--- config.mk ---
export PLATFORM = sky130hd
export DESIGN_NAME = io_mem_responder
export DESIGN_NICKNAME = d
export VERILOG_FILES = /design/src/rtl/io_mem_responder.sv
export SDC_FILE = /design/constraint.sdc
export NUM_CORES = 2
export LEC_CHECK = 0
export BUFFER_PORTS_ARGS = -buffer_cell sky130_fd_sc_hd__clkbuf_2
export CAP_MARGIN = 20
export CORE_UTILIZATION = 55
export DETAILED_ROUTE_END_ITERATION = 10
export PLACE_DENSITY = 0.68
export SLEW_MARGIN = 15
export SYNTH_ARGS = -nofsm -noshare
export SYNTH_HDL_FRONTEND = slang
export SYNTH_SLANG_ARGS = --single-unit
--- constraint.sdc ---
create_clock -name clk -period 4.95 [get_ports clk]
set_clock_uncertainty 0.2 [all_clocks]
set_input_delay 0.99 -clock clk [delete_from_list [all_inputs] [get_ports clk]]
set_output_delay 0.99 -clock clk [all_outputs]
set_load 0.03 [all_outputs]
--- src/rtl/io_mem_responder.sv ---
// io_mem_responder: byte-serial instruction/data responder for the CPU-side IO controller.
// Build option RESP_RANGE_CHECK_EN: flag and suppress accesses outside the 128-byte window.
//
// state     | meaning
// IDLE      | one-cycle gap between instructions
// SEND_INST | stream mem[pc] LSB first, then a 0x00 pad byte
// EXEC      | latch op flags, advance pc
// COLLECT   | discard one byte, then assemble address and store-data words
// SEND_DATA | stream mem[addr_reg] LSB first, then a 0x00 pad byte
module io_mem_responder (
    input  logic        clk,
    input  logic        rst,
    input  logic [7:0]  addr_in,
    input  logic [7:0]  wdata_in,
    input  logic        cpu_clk_in,
    input  logic        op_load,
    input  logic        op_store,
    input  logic        op_jump,
    input  logic        prog_we,
    input  logic [4:0]  prog_addr,
    input  logic [31:0] prog_data,
    output logic [7:0]  data_out,
    output logic [2:0]  phase,
    output logic        err
);

    typedef enum logic [2:0] {
        IDLE      = 3'd0,
        SEND_INST = 3'd1,
        EXEC      = 3'd2,
        COLLECT   = 3'd3,
        SEND_DATA = 3'd4
    } state_t;

    state_t      state;
    logic [2:0]  cnt;
    logic [31:0] pc;
    logic [31:0] addr_reg;
    logic [31:0] wdata_reg;
    logic        ld_f;
    logic        st_f;
    logic        jp_f;
    logic [31:0] mem [0:31];
    logic [31:0] rd_word;

    logic [31:0] addr_full;
    logic [31:0] wdata_full;
    logic        last_byte;
    logic        store_en;
    logic        pc_ok;
    logic        addr_ok;
    logic        rd_ok;

    // The final byte is used straight off the bus so the store/jump lands on the last COLLECT edge.
    assign addr_full  = {addr_in, addr_reg[23:0]};
    assign wdata_full = {wdata_in, wdata_reg[23:0]};
    assign last_byte  = (state == COLLECT) && (cnt == 3'd4);
    assign store_en   = rst && last_byte && st_f && addr_ok;
    assign phase      = state;

`ifdef RESP_RANGE_CHECK_EN
    assign pc_ok   = (pc[31:7] == 25'd0);
    assign addr_ok = (addr_full[31:7] == 25'd0);
    assign rd_ok   = (addr_reg[31:7] == 25'd0);

    always_ff @(posedge clk) begin
        if (!rst) begin
            err <= 1'b0;
        end else if (((state == SEND_INST) && !pc_ok) || (last_byte && !addr_ok)) begin
            err <= 1'b1;
        end
    end
`else
    assign pc_ok   = 1'b1;
    assign addr_ok = 1'b1;
    assign rd_ok   = 1'b1;
    assign err     = 1'b0;
`endif

    logic unused_bits;
    assign unused_bits = ^{cpu_clk_in, addr_reg[31:24], wdata_reg[31:24]};

    always_ff @(posedge clk) begin
        if (!rst) begin
            state     <= IDLE;
            cnt       <= '0;
            pc        <= '0;
            addr_reg  <= '0;
            wdata_reg <= '0;
            ld_f      <= 1'b0;
            st_f      <= 1'b0;
            jp_f      <= 1'b0;
        end else begin
            case (state)
                IDLE: begin
                    state <= SEND_INST;
                    cnt   <= '0;
                end
                SEND_INST: begin
                    if (cnt == 3'd4) begin
                        state <= EXEC;
                        cnt   <= '0;
                    end else begin
                        cnt <= cnt + 3'd1;
                    end
                end
                EXEC: begin
                    ld_f  <= op_load;
                    st_f  <= op_store;
                    jp_f  <= op_jump;
                    pc    <= pc + 32'd4;
                    cnt   <= '0;
                    state <= (op_load || op_store || op_jump) ? COLLECT : IDLE;
                end
                COLLECT: begin
                    case (cnt)
                        3'd1: begin
                            addr_reg[7:0]  <= addr_in;
                            wdata_reg[7:0] <= wdata_in;
                        end
                        3'd2: begin
                            addr_reg[15:8]  <= addr_in;
                            wdata_reg[15:8] <= wdata_in;
                        end
                        3'd3: begin
                            addr_reg[23:16]  <= addr_in;
                            wdata_reg[23:16] <= wdata_in;
                        end
                        3'd4: begin
                            addr_reg[31:24]  <= addr_in;
                            wdata_reg[31:24] <= wdata_in;
                        end
                        default: ;
                    endcase
                    if (cnt == 3'd4) begin
                        if (jp_f) begin
                            pc <= addr_full;
                        end
                        state <= ld_f ? SEND_DATA : SEND_INST;
                        cnt   <= '0;
                    end else begin
                        cnt <= cnt + 3'd1;
                    end
                end
                SEND_DATA: begin
                    if (cnt == 3'd4) begin
                        state <= IDLE;
                        cnt   <= '0;
                    end else begin
                        cnt <= cnt + 3'd1;
                    end
                end
                default: begin
                    state <= IDLE;
                    cnt   <= '0;
                end
            endcase
        end
    end

    // Program port is listed second so it overrides a same-word store in the same cycle.
    always_ff @(posedge clk) begin
        if (store_en) begin
            mem[addr_full[6:2]] <= wdata_full;
        end
        if (prog_we) begin
            mem[prog_addr] <= prog_data;
        end
    end

    always_comb begin
        rd_word  = '0;
        data_out = '0;
        if ((state == SEND_INST) && pc_ok) begin
            rd_word = mem[pc[6:2]];
        end else if ((state == SEND_DATA) && rd_ok) begin
            rd_word = mem[addr_reg[6:2]];
        end
        if (rst && (cnt < 3'd4)) begin
            data_out = rd_word[{cnt[1:0], 3'b000} +: 8];
        end
    end

endmodule

==> out/qor.csv <==
metric,value,unit
status,"finished, violations left",
failing checks,setup timing,
CTS Buffer Depth,3,
required time of the critical path,3.76,ns
Die W,339,um
PortBufs,66,
Syn Nets,4056,
pwr/cell area,278,nW/um2
synthesized instance count,3990,
HPWL after detailed placement,141,mm
post-synthesis cell area,62500,um2
Setup crit start kind,flop,
Slew Limit Fails,0,
relative slew slack,22.0,%
Lkg Pwr,23.9,nW
number of global-route vias before repair,42400,
initial DRC count,6574,
final setup fails,5,
global placer's final weighted congestion,0.949,
hold_buf cts,0,
RSZ-0062 raised after global routing,no,
ys flop type,edfxtp_1,
Worst-path clk slew,0.06,ns
WHS,0.288,ns
"commonest cells after routing, fill and taps aside","edfxtp_1, mux2_2, mux4_2",
drt drc,0,
Rows,123,
Num CTS Buffers,116,
maxcap violations,0,
Total Power,19.7,mW
CTS tree,done,
CP max FO,11,
die area,115000,um2
Yosys cell types,72,
WP data arrival,3.90,ns
clk sinks,1077,
"Remaining Overflow, GRT",0,
Reg2Reg Setup Slack,0.76,ns
Least-Margin Pin Slew,1.17,ns
number of synthesized flops with an enable pin,1024,
slack of the critical path,-0.141,ns
DRT antenna net count,0,
Peak VDD IR,0.278,mV
end of the worst register-to-register path,mem[7][16]$_DFFE_PP_,
worst r2r src,cnt[0]$_SDFF_PP0_,
met3 Usage GRT,10.0,%
DR vias,43100,
routed len/inst,41.9,um
critical path class,flop to output port,
largest net degree at the start of global routing,53,
share of cells above drive strength 1,54.3,%
vias per cell,7.64,
Area contributors post-synth,"edfxtp_1, mux2_2, mux4_2",
Yosys reg bits,1077,
GR peak layer,met2,
DRT Wirelength,236,mm
fin crit period,5.09,ns
nets,4095,
sequential share of the synthesized area,50.9,%
worst hold path cell count,3,
"commonest non-fill, non-tap cell in the layout",edfxtp_1,
H-tree lvl count,3,
CP Capture Type,output port,
I/O pin count,72,
number of flip-flops in the largest register,1024,
met1 usage,52.6,%
area grow syn2layout,13.5,%
hold_sp,addr_in[6],
initial antenna violation count,11,
area share of the largest cell type after synthesis,49.2,%
final period utilization,103,%
Final Hold Viols,0,
Hold Crit Class,input port to flop,
DRT Pass-1 Iters,5,
Die H,339,um
Clock Latency Late Sink,0.74,ns
Reg2Reg Depth,8,
initial core utilization,55.5,%
Peak Freq,196,MHz
Placeable Area,112000,um2
gr usage total,40.9,%
Mean Syn Cell Area,15.7,um2
post-synth top area cell,edfxtp_1,
first-pass GRT wire length,326,mm
Root Driver,clkbuf_16,
Synth warnings,0,
met2 global-route usage,61.7,%
"Async S/R FF share, synth",0,%
## what timing repair did
action | 4_1_cts | 5_1_grt
gates cloned | 2 | 4
endpoints found under the setup margin | 8 | 8
gates resized for setup | 21 | 40
buffers inserted | 26 | 15
pin swaps | 3 | 6
## worst max-delay path, stage by stage, from the launching register on
cell      delay, ns
dfxtp_2        0.57
buf_4          0.30
nor2b_1        0.22
buf_4          0.29
a22oi_1        0.13
nand3_1        0.14
nand4_1        0.45
o221a_4        0.47
a31oi_1        0.30
clkbuf_2       0.27
## worst max path at each step
| stage | slack [ns] | endpoint | depth (start not counted) |
|---|---|---|---|
| final | -0.14 | data_out[4] | 9 |
| after global routing | 0.008 | data_out[1] | 10 |
| after CTS | -0.01 | data_out[1] | 10 |
| after detailed placement | 0.34 | data_out[7] | 10 |
| after global placement | 0.37 | data_out[7] | 10 |
| after floorplan | 0.14 | mem[0][0]$_DFFE_PP_ | 7 |
## Yosys cell counts (44+ instances only)
cell / number
clkbuf_1: 327
buf_2: 66
a22oi_1: 80
o22ai_1: 61
a21oi_1: 79
edfxtp_1: 1024
mux2_2: 1020
mux2i_1: 53
buf_1: 44
nand2_1: 161
nor2_1: 72
mux4_2: 507
dfxtp_1: 53
## area by class of cell
| type | count | area [um2] |
|---|---|---|
| clock buffers | 152 | 3190 |
| fillers | 8223 | 41600 |
| multi-input cells | 2403 | 29100 |
| repair buffers | 420 | 4130 |
| well taps | 1500 | 1880 |
| flip-flops and latches | 1077 | 31800 |
| diodes | 10 | 25.0 |
| inverters | 11 | 41.3 |
| clock inverters | 70 | 663 |
## kinds of logic (layout without fill, tap and decap cells)
group           after synthesis  count (layout)  share of synthesized area (%)
compound gates              392             392                           4.29
xor+xnor                      1               1                         0.0140
fa+ha+maj                     6               6                          0.120
buf+inv                     510             653                           3.74
flops                      1077            1077                           50.9
mux                        1589            1589                           37.7
other cells                   1              11                        0.00600
simple gates                414             414                           3.22
## routing by layer
layer | vias up | share of wire (%)
li1 | 16400 | -
met1 | 22200 | 34
met2 | 3641 | 45
met3 | 918 | 14
met4 | 4 | 7.8
met5 | - | 0.0093
## where the power goes
| group | internal, mW | switching, mW | leakage (nW) |
|---|---|---|---|
| clock | 5.15 | 3.84 | 1.89 |
| sequential | 9.94 | 0.0310 | 9.87 |
| combinational | 0.264 | 0.509 | 12.2 |
## metrics by stage
| stage | setup TNS (ns) | util [%] | instances | worst slack [ns] | instance area (um2) |
|---|---|---|---|---|---|
| detailed placement | 0 | 58.7 | 5356 | 0.337 | 66000 |
| global placement | 0 | 58.7 | 5352 | 0.370 | 66000 |
| global route | 0 | 63.0 | 5635 | 0.00830 | 70900 |
| finish | -0.366 | 63.0 | 5643 | -0.141 | 70900 |
| CTS | -0.0248 | 62.6 | 5606 | -0.0140 | 70400 |
| floorplan | 0 | - | 3990 | 0.138 | 62500 |
Power figures use the tool's default switching activity.
